**src/rtl/iris_pkg.sv**
```systemverilog
// Shared types and constants for the Iris test sequencer: FSM states, class/confusion
// geometry and the layout of one stored test sample.
package iris_pkg;

    typedef enum logic [2:0] {
        S_IDLE  = 3'd0,
        S_FETCH = 3'd1,
        S_LOAD  = 3'd2,
        S_RUN   = 3'd3,
        S_SCORE = 3'd4,
        S_NEXT  = 3'd5,
        S_DONE  = 3'd6
    } seq_state_t;

    localparam int         N_CLASSES  = 3;
    localparam logic [1:0] BAD_LABEL  = 2'd3;
    localparam int         CONF_CELLS = 9;
    localparam int         IRIS_DW    = 8;

    // One ROM word at the default feature width, f1 in the LSBs.
    typedef struct packed {
        logic [1:0]                label;
        logic signed [IRIS_DW-1:0] f4;
        logic signed [IRIS_DW-1:0] f3;
        logic signed [IRIS_DW-1:0] f2;
        logic signed [IRIS_DW-1:0] f1;
    } iris_vec_t;

    function automatic logic [3:0] conf_index(input logic [1:0] label, input logic [1:0] pred);
        return 4'(label) * 4'(N_CLASSES) + 4'(pred);
    endfunction

endpackage

```
**src/rtl/iris_confusion_bank.sv**
```systemverilog
// Bank of saturating confusion-matrix counters with a synchronous clear, a single
// increment port and a combinational read mux (out-of-range selects read 0).
module iris_confusion_bank
    import iris_pkg::*;
#(
    parameter int CW = 8
) (
    input  logic          clk,
    input  logic          rst,
    input  logic          clr_i,
    input  logic          inc_i,
    input  logic [3:0]    idx_i,
    input  logic [3:0]    rd_sel_i,
    output logic [CW-1:0] rd_data_o
);

    logic [CW-1:0] cell_q [CONF_CELLS];

    // Cell storage: clear wins over increment, increments stop at all-ones.
    always_ff @(posedge clk or posedge rst) begin
        if (rst) begin
            for (int i = 0; i < CONF_CELLS; i++) begin
                cell_q[i] <= '0;
            end
        end else begin
            for (int i = 0; i < CONF_CELLS; i++) begin
                if (clr_i) begin
                    cell_q[i] <= '0;
                end else if (inc_i && (idx_i == 4'(i)) && (cell_q[i] != {CW{1'b1}})) begin
                    cell_q[i] <= cell_q[i] + CW'(1);
                end else begin
                    cell_q[i] <= cell_q[i];
                end
            end
        end
    end

    // Read mux.
    always_comb begin
        rd_data_o = '0;
        for (int i = 0; i < CONF_CELLS; i++) begin
            rd_data_o = (rd_sel_i == 4'(i)) ? cell_q[i] : rd_data_o;
        end
    end

endmodule

```
**src/rtl/iris_test_sequencer.sv**
```systemverilog
// Walks the sample ROM, drives each feature vector into the classifier with a run/ready
// handshake, and accumulates accuracy and confusion statistics for the pass.
module iris_test_sequencer
    import iris_pkg::*;
#(
    parameter int DATA_WIDTH  = 8,
    parameter int NUM_SAMPLES = 30,
    parameter int TIMEOUT     = 64,
    parameter int CW          = 8
) (
    input  logic                         clk,
    input  logic                         rst,
    input  logic                         start,
    output logic                         mem_rd,
    output logic [7:0]                   mem_addr,
    input  logic [4*DATA_WIDTH+1:0]      mem_rdata,
    output logic signed [DATA_WIDTH-1:0] x1,
    output logic signed [DATA_WIDTH-1:0] x2,
    output logic signed [DATA_WIDTH-1:0] x3,
    output logic signed [DATA_WIDTH-1:0] x4,
    output logic                         run,
    input  logic                         ready_in,
    input  logic [1:0]                   yc_in,
    output logic                         busy,
    output logic                         done,
    output logic                         timeout_err,
    output logic [CW-1:0]                correct_cnt,
    output logic [CW-1:0]                sample_cnt,
    output logic [CW-1:0]                bad_label_cnt,
    input  logic [3:0]                   conf_sel,
    output logic [CW-1:0]                conf_cnt
);

    localparam int DW = DATA_WIDTH;
    localparam int TW = $clog2(TIMEOUT);

    function automatic logic [CW-1:0] sat_inc(input logic [CW-1:0] v);
        return (v == {CW{1'b1}}) ? v : v + CW'(1);
    endfunction

    seq_state_t      state_q, state_d;
    logic [7:0]      idx_q, idx_d;
    logic [4*DW-1:0] feat_q, feat_d;
    logic [1:0]      label_q, label_d;
    logic [1:0]      yc_q, yc_d;
    logic [TW-1:0]   tmo_q, tmo_d;
    logic            ready_q;
    logic            terr_q, terr_d;
    logic [CW-1:0]   corr_q, corr_d;
    logic [CW-1:0]   samp_q, samp_d;
    logic [CW-1:0]   bad_q, bad_d;
    logic            run_q, busy_q, done_q, rd_q;
    logic            conf_clr_s, conf_inc_s;
    logic [3:0]      conf_idx_s;

    // Next-state and datapath updates for the sample walk.
    always_comb begin
        state_d    = state_q;
        idx_d      = idx_q;
        feat_d     = feat_q;
        label_d    = label_q;
        yc_d       = yc_q;
        tmo_d      = tmo_q;
        terr_d     = terr_q;
        corr_d     = corr_q;
        samp_d     = samp_q;
        bad_d      = bad_q;
        conf_clr_s = 1'b0;
        conf_inc_s = 1'b0;
        case (state_q)
            S_IDLE, S_DONE: begin
                if (start) begin
                    idx_d      = '0;
                    terr_d     = 1'b0;
                    corr_d     = '0;
                    samp_d     = '0;
                    bad_d      = '0;
                    conf_clr_s = 1'b1;
                    state_d    = S_FETCH;
                end else begin
                    state_d = state_q;
                end
            end
            S_FETCH: state_d = S_LOAD;
            S_LOAD: begin
                feat_d  = mem_rdata[4*DW-1:0];
                label_d = mem_rdata[4*DW+1:4*DW];
                tmo_d   = '0;
                state_d = S_RUN;
            end
            S_RUN: begin
                // Only a fresh rising edge counts; a level left over from earlier is ignored.
                if (ready_in && !ready_q) begin
                    yc_d    = yc_in;
                    state_d = S_SCORE;
                end else if (tmo_q == TW'(TIMEOUT - 1)) begin
                    terr_d  = 1'b1;
                    state_d = S_DONE;
                end else begin
                    tmo_d = tmo_q + TW'(1);
                end
            end
            S_SCORE: begin
                samp_d = sat_inc(samp_q);
                if (label_q == BAD_LABEL) begin
                    bad_d = sat_inc(bad_q);
                end else begin
                    conf_inc_s = (yc_q != 2'd3);
                    corr_d     = (yc_q == label_q) ? sat_inc(corr_q) : corr_q;
                end
                state_d = S_NEXT;
            end
            S_NEXT: begin
                if (idx_q == 8'(NUM_SAMPLES - 1)) begin
                    state_d = S_DONE;
                end else begin
                    idx_d   = idx_q + 8'd1;
                    state_d = S_FETCH;
                end
            end
            default: state_d = S_IDLE;
        endcase
    end

    // State, datapath and output registers; outputs are decoded from the next state.
    always_ff @(posedge clk or posedge rst) begin
        if (rst) begin
            state_q <= S_IDLE;
            idx_q   <= '0;
            feat_q  <= '0;
            label_q <= 2'd0;
            yc_q    <= 2'd0;
            tmo_q   <= '0;
            ready_q <= 1'b0;
            terr_q  <= 1'b0;
            corr_q  <= '0;
            samp_q  <= '0;
            bad_q   <= '0;
            run_q   <= 1'b0;
            busy_q  <= 1'b0;
            done_q  <= 1'b0;
            rd_q    <= 1'b0;
        end else begin
            state_q <= state_d;
            idx_q   <= idx_d;
            feat_q  <= feat_d;
            label_q <= label_d;
            yc_q    <= yc_d;
            tmo_q   <= tmo_d;
            ready_q <= ready_in;
            terr_q  <= terr_d;
            corr_q  <= corr_d;
            samp_q  <= samp_d;
            bad_q   <= bad_d;
            run_q   <= (state_d == S_RUN);
            busy_q  <= (state_d != S_IDLE) && (state_d != S_DONE);
            done_q  <= (state_d == S_DONE);
            rd_q    <= (state_d == S_FETCH);
        end
    end

    assign conf_idx_s = conf_index(label_q, yc_q);

    iris_confusion_bank #(
        .CW (CW)
    ) u_conf (
        .clk       (clk),
        .rst       (rst),
        .clr_i     (conf_clr_s),
        .inc_i     (conf_inc_s),
        .idx_i     (conf_idx_s),
        .rd_sel_i  (conf_sel),
        .rd_data_o (conf_cnt)
    );

    assign mem_rd        = rd_q;
    assign mem_addr      = idx_q;
    assign x1            = feat_q[DW-1:0];
    assign x2            = feat_q[2*DW-1:DW];
    assign x3            = feat_q[3*DW-1:2*DW];
    assign x4            = feat_q[4*DW-1:3*DW];
    assign run           = run_q;
    assign busy          = busy_q;
    assign done          = done_q;
    assign timeout_err   = terr_q;
    assign correct_cnt   = corr_q;
    assign sample_cnt    = samp_q;
    assign bad_label_cnt = bad_q;

endmodule

```
**config.mk**
```make
export PLATFORM = sky130hd
export DESIGN_NAME = iris_test_sequencer
export DESIGN_NICKNAME = d
export VERILOG_FILES = /design/src/rtl/iris_pkg.sv /design/src/rtl/iris_confusion_bank.sv /design/src/rtl/iris_test_sequencer.sv
export SDC_FILE = /design/constraint.sdc
export NUM_CORES = 1
export LEC_CHECK = 0
export ABC_AREA = 1
export CORE_MARGIN = 3
export CORE_UTILIZATION = 39
export CTS_CLUSTER_SIZE = 28
export DETAILED_ROUTE_END_ITERATION = 10
export PLACE_DENSITY_LB_ADDON = 0.05
export SETUP_SLACK_MARGIN = 0.4
export SLEW_MARGIN = 10
export SYNTH_ARGS = -nofsm -noshare
export SYNTH_HDL_FRONTEND = slang
export SYNTH_SLANG_ARGS = --single-unit
```
**constraint.sdc**
```tcl
create_clock -name clk -period 5.1 [get_ports clk]
set_input_delay 0.765 -clock clk [delete_from_list [all_inputs] [get_ports clk]]
set_output_delay 0.765 -clock clk [all_outputs]
set_load 0.01 [all_outputs]
```
==> impl_results.md, run 1 <==
* Status: complete, no violations
* TritonRoute pass-1 iters at 5
* Fillers at around 2300
* Area of the die at 0.0252 mm^2
* P per Cell Area at 473 mW/mm^2
* Final Total Pwr at roughly 5.3 mW
* Total number of vias at 8015
* Global-route wire length before repair at 39100 um
* P_int at 3.11 mW
* Syn Inst Count at 1203
* Post-synth EDFFs at 0
* Crit end category: output port
* H-tree depth at 4
* Leakage power at 5.30 nW
* HP Class: reg2reg
* Clk pwr share at about a quarter
* Longest Clk Path Bufs at 2
* Final hold violations at 0
* # hold bufs at CTS at 0
* Inserted Diodes at 0
* Antenna-violating nets left at 0
* Hold path depth at 2
* Clk_lat worst skew at 0.43 ns
* CTS tree: done
* Crit share post-route at 80.0%
* Sink Count at ~160
* WP data required at 4.34 ns
* Port bufs at 120
* Max cap viols at 0
* Area grow syn2layout at 22.9%
* 1st-iter DRT viols at 481
* Post-DR wirelength/cell at approximately 14 um
* #FFs+latches synth at 155
* Post-CTS Setup Repair Bufs at 0
* Flop-to-flop setup slack at 2.21 ns
* Sw frac at 41.2%
* Syn avg cell area at 7.56 um^2
* Nets at 1383
* Final RePlAce weighted congestion at around 0.86
* HPWL after DPL at 16200 um
* Die Y at about 160 um
* Total track usage at about a fifth
* Worst-Margin Slew at 0.844 ns
* Final setup fails at 0
* DIE WIDTH at 159 um
* Drt drc at 0
* Peak Freq at approximately 250 MHz
* Crit path time final at 4.08 ns
* Seq/Total Area, Yosys at 42.7%
* Final wirelength at 23100 um
* RSZ-0062 raised after global routing: false
* GRT overflow at 0
* Vias in the first global route at approximately 7600
* Seq pwr share at between 30% and 40%
* Commonest non-fill, non-tap cell in the layout: nand2_1
* DR vias/cell at approximately 5
* Normalized max-slew margin at 43.7%
* Worst vdd ir at about 0.25 mV
* Commonest non-fill, non-tap cells in the layout: 380 x nand2_1, 167 x nand3_1, 155 x dfrtp_1
* Total CTS buffers at 17
* Worst Setup Path Type: in2out
* Dpl cell area at 0.0106 mm^2
* Synth async-reset ratio at 100%
* Distinct cell type count after synthesis at 39
* Synth top area share at 42.7%
* CP arrival at 3.31 ns
* Ports at 121
* # rows at 55
* Area leader, netlist: dfrtp_1
* Synthesized area at 0.00909 mm^2
* Net Count, Synth at roughly 1300
* Fin area at 0.0112 mm^2
* Worst r2r path cells at 10
* Clock root buffer: clkbuf_16
* Initial core utilization at 39.9%
* Synth Flop Type: dfrtp_1
* Initial antenna violation count at 0
* Largest net degree at the start of global routing at 63
* Clock slew seen by the registers of the worst setup and hold paths at 0.07 ns
* Final Max Slew Viols at 0
* Switch Pwr at approximately 2.2 mW
* Core Area at 0.0228 mm^2
* Synth warn at 0
* Final Skew at 0.0143 ns
* Combinational share of power at 38.2%
* Max FO, Critical Path at 13
* CP Launch Type: primary input
* Cts repair resizes at 0
* TNS Setup at 0 ns
* Layout cells sized above 1 at 7.06%
* Most area-consuming cells after synthesis: dfrtp_1 43%, nand2_1 16%, nand3_1 9.2%
==> flip-flops by register name (all words and copies together), names as in the netlist <==
name and cells:
u_conf.cell_q 72, feat_q 32, bad_label_cnt 8, correct_cnt 8, mem_addr 8, sample_cnt 8, tmo_q 6, state_q 3
label_q 2, yc_q 2, busy 1, done 1, mem_rd 1, ready_q 1, run 1, timeout_err 1
==> path summary, 6_finish.rpt <==
kind,from,end
max in group asynchronous,rst,u_conf.cell_q[70]
hold / removal,feat_q[11],feat_q[11]
min in group asynchronous,rst,feat_q[24]
hold reg to reg,feat_q[11],feat_q[11]
setup / recovery,conf_sel[2],conf_cnt[3]
setup reg to reg,label_q[0],u_conf.cell_q[2]
==> power by group through the flow <==
| stage | Sequential, mW | Clock, mW | Combinational, mW |
|---|---|---|---|
| 6_report | 1.96 | 1.30 | 2.02 |
| 5_1_grt | 2.02 | 1.38 | 2.33 |
| 3_5_place_dp | 1.98 | 0 | 2.06 |
| 3_3_place_gp | 1.99 | 0 | 2.05 |
| 2_1_floorplan | 1.94 | 0 | 1.33 |
| 4_1_cts | 1.97 | 1.34 | 2.06 |
==> cell type report <==
class	instances	area [um^2]	share of cell area (%)
Multi-Input combinational cell	910	4640	41.6
Sequential cell	155	3880	34.7
Clock inverter	14	160	1.43
Clock buffer	18	429	3.84
Timing Repair Buffer	127	1250	11.2
Tap cell	313	392	3.51
Inverter	108	414	3.71
==> worst max-delay path, cell delays in order <==
cell and delay [ns]:
clkdlybuf4s50_1 0.53, inv_1 0.07, nor2_2 0.12, inv_1 0.08, nor2_1 0.64, inv_1 0.19
or2_2 0.32, nand2_1 0.07, nand2_1 0.07, clkdlybuf4s50_1 0.48
==> routing by layer <==
metal  GRT usage, %  vias up  part of all wire [%]
li1               -     4125                     -
met1           27.9     3687                    49
met2           29.1      187                    44
met3           4.62       16                   5.9
met4           4.59        0                   1.0
met5              0        -                     0
==> per-stage QoR <==
step / worst slack [ns] / hold WS [ns] / instances / util, %
2_1_floorplan: 2.38 / 0.467 / 1203 / -
3_3_place_gp: 1.08 / 0.454 / 1613 / 46.5
3_5_place_dp: 1.03 / 0.459 / 1613 / 46.5
4_1_cts: 1.03 / 0.477 / 1645 / 49.0
5_1_grt: 0.853 / 0.483 / 1645 / 49.0
6_report: 1.02 / 0.472 / 1645 / 49.0
==> cell usage after synthesis, types with 2 or more instances <==
master / n
buf_4: 2
buf_2: 19
nor2_1: 109
xor2_1: 47
o21ai_0: 31
nor3_1: 32
mux2_2: 2
nor2_2: 5
nand2_1: 380
nor3_4: 2
o21ai_1: 6
nand2_2: 7
ha_1: 18
o21ai_2: 3
or2_2: 7
dfrtp_1: 155
xnor2_1: 13
nand3b_1: 3
clkbuf_1: 7
o2111ai_1: 3
nand2_4: 8
inv_1: 99
nand3_4: 7
nand4_1: 28
nand3_1: 167
a21oi_1: 21
inv_2: 8
buf_6: 2
fa_1: 2
==> logic make-up (layout without fill, tap and decap cells) <==
logic type	count (synthesis)	count (layout)	synth area share (%)
compound gates	68	68	4.16
xor+xnor	60	60	5.78
fa+ha+maj	20	20	2.92
buf+inv	138	267	6.26
flops	155	155	42.7
mux	2	2	0.248
simple gates	760	760	38.0
Power figures use the tool's default switching activity.
==> run 2, diff against run 1 <==
==> constraint.sdc (replaced) <==
create_clock -name clk -period 4.05 [get_ports clk]
set_input_delay 0.6075 -clock clk [delete_from_list [all_inputs] [get_ports clk]]
set_output_delay 0.6075 -clock clk [all_outputs]
set_load 0.01 [all_outputs]
==> impl_results.md, run 2 (same netlist as run 1, synthesis figures left out) <==
* Status: complete, no violations
* Die Y at 159 um (unchanged)
* Pre-CTS setup slack at 0.567 ns (-0.463 ns)
* Initial core utilization at 39.9% (unchanged)
* Inserted Diodes at 0 (unchanged)
* Longest Clk Path Bufs at 2 (unchanged)
* Area grow syn2layout at 23.5%
* TritonRoute pass-1 iters at 5 (unchanged)
* HP Class: reg2reg
* Worst Hold End: feat_q[1]
* Max FFs per register at 72 (unchanged)
* Critical hold path startpoint: feat_q[1]
* Worst Setup Path Type: in2out
* Final RePlAce weighted congestion at 0.867 (+1.1%)
* Largest reg by FF count: u_conf.cell_q
* Max cap viols at 0 (unchanged)
* CTS tree: done
* P per Cell Area at 597 mW/mm^2 (+26%)
* Ports at 121 (unchanged)
* Final setup fails at 0 (unchanged)
* Nets at 1386 (+0.22%)
* RSZ-0062 raised after global routing: false
* Commonest non-fill, non-tap cells in the layout: 380 x nand2_1, 167 x nand3_1, 155 x dfrtp_1
* Global-route wire length before repair at 38900 um (-0.46%)
* Fillers at 2262 (+0.22%)
* Flop-to-flop setup slack at 1.06 ns (-1.15 ns)
* Sink Count at 155 (unchanged)
* Final hold violations at 0 (unchanged)
* P_int at 3.93 mW (+26%)
* CP arrival at 2.82 ns (-0.49 ns)
* Clock root buffer: clkbuf_16
* Final Max Slew Viols at 0 (unchanged)
* Initial antenna violation count at 0 (unchanged)
* Sw frac at 41.4% (+0.18 points)
* Combinational share of power at 38.1% (about the same)
* HPWL after DPL at 16200 um (+0.58%)
* Drt drc at 0 (unchanged)
* Biggest regs: u_conf.cell_q: 72 flops, feat_q: 32 flops
* Core Area at 0.0228 mm^2 (unchanged)
* Normalized max-slew margin at 51.0% (+7.3 points)
* DIE WIDTH at 159 um (unchanged)
* Total track usage at 19.3% (+0.085 points)
* TNS Setup at 0 ns (unchanged)
* Commonest non-fill, non-tap cell in the layout: nand2_1
* Total CTS buffers at 17 (unchanged)
* Reg area at 0.00388 mm^2 (unchanged)
* 1st-iter DRT viols at 453 (-5.8%)
* H-tree depth at 4 (unchanged)
* Seq pwr share at 37.0% (about the same)
* Setup ws final at 0.622 ns (-0.399 ns)
* Multi-input gate area at 0.00465 mm^2 (+0.19%)
* Crit end category: output port
* Max FO, Critical Path at 9 (-4)
* RR Endpoint: u_conf.cell_q[2]
* Hold path depth at 2 (unchanged)
* Vias in the first global route at 7538 (-0.51%)
* Leakage power at 5.34 nW (+0.76%)
* Antenna-violating nets left at 0 (unchanged)
* Largest net degree at the start of global routing at 49 (-22%)
* Layout cells sized above 1 at 7.42% (+0.36 points)
* # hold bufs at CTS at 0 (unchanged)
* Clk_lat worst skew at 0.43 ns (about the same)
* WP data required at 3.44 ns (-0.90 ns)
* Worst r2r path cells at 10 (unchanged)
* Crit share post-route at 84.6%
* Worst-Margin Slew at 0.729 ns (-0.115 ns)
* Switch Pwr at 2.78 mW (+27%)
* GRT overflow at 0 (unchanged)
* Total number of vias at 7854 (-2.0%)
* Final Skew at 0.0132 ns (-0.00102 ns)
* Final wirelength at 23000 um (-0.45%)
* Clk pwr share at 24.9% (+0.3 points)
* DR vias/cell at 4.77 (-2.2%)
* Port bufs at 120 (unchanged)
* Clock slew seen by the registers of the worst setup and hold paths at 0.07 ns (about the same)
* Crit path time final at 3.43 ns
* Worst vdd ir at 0.305 mV (+22%)
* Post-DR wirelength/cell at 13.9 um (-0.64%)
* # rows at 55 (unchanged)
* CP Launch Type: primary input
* Worst r2r src: label_q[0]
* Area of the die at 0.0252 mm^2 (unchanged)
* Peak Freq at 292 MHz
-- run 2: worst max path at each step --
stage | startpoint | to | depth (start not counted)
after floorplan | rst | bad_label_cnt[0] | 1
after global placement | conf_sel[0] | conf_cnt[5] | 9
after detailed placement | conf_sel[1] | conf_cnt[5] | 9
after CTS | conf_sel[1] | conf_cnt[5] | 9
after global routing | conf_sel[0] | conf_cnt[3] | 10
final | conf_sel[1] | conf_cnt[5] | 9
-- run 2: cell type report --
class / count / area share (%)
sequential: 155 / 34.5
tap: 313 / 3.49
multi-input combinational: 910 / 41.4
clock buffer: 17 / 3.79
timing repair buffer: 130 / 11.5
inverter: 108 / 3.69
clock inverter: 15 / 1.58
-- run 2: power groups by stage --
stage	Sequential (mW)	Combinational (mW)	Clock, mW
3_3_place_gp	2.50	2.57	0
5_1_grt	2.56	2.93	1.78
2_1_floorplan	2.44	1.67	0
3_5_place_dp	2.50	2.59	0
4_1_cts	2.48	2.60	1.73
6_report	2.48	2.55	1.67
-- run 2: layer usage --
layer	routed length, um	track usage [%]	up-vias
met4	144	3.61	0
li1	-	-	4124
met5	0	0	-
met1	11400	27.6	3586
met3	1350	6.17	9
met2	10000	29.1	135
-- run 2: repair_timing --
item                       CTS  global route
buffers inserted             0             0
setup endpoints to repair    0             7
resized for setup            0             2
-- run 2: worst max-delay path: stages --
cell	delay, ns
clkdlybuf4s50_1	0.49
nor2_2	0.33
inv_1	0.16
nor2_2	0.31
nand2_1	0.08
nand4_1	0.11
nand2_1	0.08
nand3_1	0.10
clkdlybuf4s50_1	0.54
-- run 2: through the flow --
step	instances	cell area (um^2)	hold slack, ns	total power [mW]	util (%)
2_1_floorplan	1203	9100	0.467	4.12	-
3_5_place_dp	1616	10600	0.457	5.08	46.6
4_1_cts	1648	11200	0.475	6.80	49.3
3_3_place_gp	1616	10600	0.453	5.08	46.6
6_report	1648	11200	0.471	6.71	49.3
5_1_grt	1648	11200	0.500	7.27	49.3
==> run 3, diff against run 2 <==
==> constraint.sdc (replaced) <==
create_clock -name clk -period 3.01 [get_ports clk]
set_input_delay 0.4515 -clock clk [delete_from_list [all_inputs] [get_ports clk]]
set_output_delay 0.4515 -clock clk [all_outputs]
set_load 0.01 [all_outputs]
==> impl_results.md, run 3 (same netlist as run 1, synthesis figures left out) <==
* CP arrival at 2.86 ns (+0.04 ns)
* Longest Clk Path Bufs at 2 (unchanged)
* Worst Setup Path Type: reg2reg
* CP Buf/Inv Count at 4 (+1)
* 1st-iter DRT viols at 388 (-14%)
* Family with the most delay on the worst path: adder cells
* Crit path time final at 2.54 ns
* Met2 track demand over resource at 29.3% (+0.20 points)
* Final core occ at 50.6% (+1.3 points)
* Reg area at 0.00388 mm^2 (about the same)
* Clk_lat worst skew at 0.43 ns (about the same)
* Worst vdd ir at 0.417 mV (+37%)
* Core Area at 0.0228 mm^2 (unchanged)
* Max cap viols at 0 (unchanged)
* H-tree depth at 4 (unchanged)
* Antenna-violating nets left at 0 (unchanged)
* Port bufs at 120 (unchanged)
* Crit path largest cell delay at 0.54 ns (about the same)
* CP cell instances: fa_1, ha_1, inv_1, fa_1, inv_2, nand2_4, nor3_2, buf_4, buf_4, nand3_2, nand3_1, nand2_1
* Area grow syn2layout at 26.7%
* Max FO, Critical Path at 4 (-5)
* RSZ-0062 raised after global routing: true
* Drt drc at 0 (unchanged)
* Normalized max-slew margin at 54.5% (+3.5 points)
* Slowest cell on the critical path: fa_1
* HP Class: in2async
* Met1 Usage GRT at 27.2% (-0.37 points)
* Worst-Margin Slew at 0.681 ns (-0.0480 ns)
* Crit end category: flip-flop
* Total track usage at 19.2% (-0.16 points)
* Clock slew seen by the registers of the worst setup and hold paths at 0.07 ns (about the same)
* Post-DR wirelength/cell at 14.1 um (+1.0%)
* Total CTS buffers at 17 (unchanged)
* Area of the die at 0.0252 mm^2 (unchanged)
* Commonest non-fill, non-tap cell in the layout: nand2_1
* Final Total Pwr at 9.33 mW (+39%)
* Biggest regs: u_conf.cell_q: 72 flops, feat_q: 32 flops
* Final hold violations at 0 (unchanged)
* Fillers at 2246 (-0.71%)
* P per Cell Area at 809 mW/mm^2 (+36%)
* Final hold slack at 0.471 ns (-0.000295 ns)
* DIE WIDTH at 159 um (unchanged)
* Max FFs per register at 72 (unchanged)
* Initial antenna violation count at 0 (unchanged)
* Commonest non-fill, non-tap cells in the layout: 370 x nand2_1, 165 x nand3_1, 154 x dfrtp_1
* CP Launch Type: flip-flop
* TritonRoute pass-1 iters at 5 (unchanged)
* Die Y at 159 um (unchanged)
* TNS Setup at 0 ns (unchanged)
* GRT overflow at 0 (unchanged)
* Ports at 121 (unchanged)
* Largest reg by FF count: u_conf.cell_q
* Vias in the first global route at 7547 (+0.12%)
* Final RePlAce weighted congestion at 0.798 (-7.9%)
* Total number of vias at 8195 (+4.3%)
* Final Skew at 0.0124 ns (-0.000816 ns)
* Final Max Slew Viols at 0 (unchanged)
* Clock root buffer: clkbuf_16
* Initial core utilization at 39.9% (unchanged)
* Leakage power at 5.50 nW (+2.9%)
* WP data required at 3.33 ns (-0.11 ns)
* Multi-input gate area at 0.00482 mm^2 (+3.6%)
* Final setup fails at 0 (unchanged)
* Busiest layer in global routing: met2
* Peak Freq at 394 MHz
* Sink Count at 155 (unchanged)
* Layout cells sized above 1 at 10.8% (+3.3 points)
* Final wirelength at 23500 um (+2.4%)
* DR vias/cell at 4.90 (+2.9%)
* Largest net degree at the start of global routing at 85 (+73%)
* # rows at 55 (unchanged)
* # hold bufs at CTS at 0 (unchanged)
* Status: complete, no violations
* Inserted Diodes at 0 (unchanged)
* Nets at 1409 (+1.7%)
* Met3 usage at 5.68% (-0.49 points)
* CTS tree: done
* Global-route wire length before repair at 38900 um (-0.14%)
* HPWL after DPL at 15900 um (-1.9%)
* Crit share post-route at approximately 84%
-- run 3: final cells by class --
class	count	area share (%)
Clock buffer	17	3.69
Multi-Input combinational cell	917	41.9
Inverter	108	3.60
Timing Repair Buffer	146	12.3
Clock inverter	15	1.46
Sequential cell	155	33.7
Tap cell	313	3.40
-- run 3: through the flow --
step / area [um^2] / setup WS (ns) / cells
after detailed placement: 10700 / 0.0435 / 1625
after global routing: 11500 / 0.334 / 1671
final: 11500 / 0.475 / 1671
after global placement: 10700 / 0.0583 / 1625
after CTS: 11400 / 0.381 / 1663
after floorplan: 9100 / 0.547 / 1203
-- run 3: where the power goes --
group / leakage (nW) / switching (mW) / internal (mW)
sequential: 2.05 / 0.623 / 2.70
combinational: 3.16 / 2.33 / 1.50
clock: 0.288 / 1.05 / 1.12
-- run 3: worst paths after layout --
check	startpoint	endpoint	slack, ns	cells past startpoint
max	label_q[0]	u_conf.cell_q[15]	0.47	12
min	rst	feat_q[26]	0.47	3
max reg2reg	label_q[0]	u_conf.cell_q[15]	0.47	12
min reg2reg	feat_q[4]	feat_q[4]	0.48	2
max in group asynchronous	rst	u_conf.cell_q[65]	2.00	3
min in group clk	feat_q[4]	feat_q[4]	0.48	2
-- run 3: tightest hold or removal path, cell delays in order --
cell             delay [ns]
clkdlybuf4s50_1        0.44
clkinvlp_4             0.11
buf_12                 0.32
-- run 3: routing by layer --
| metal | up-vias | part of all wire (%) |
|---|---|---|
| met2 | 174 | 45 |
| met1 | 3825 | 49 |
| met5 | - | 0 |
| met4 | 0 | 0.67 |
| li1 | 4185 | - |
| met3 | 11 | 6.2 |
-- run 3: timing repair --
| action | in CTS | in global routing |
|---|---|---|
| pin swaps | 3 | 8 |
| endpoints found under the setup margin | 55 | 74 |
| gates cloned | 3 | 6 |
| resized for setup | 26 | 27 |
| setup buffers | 3 | 2 |
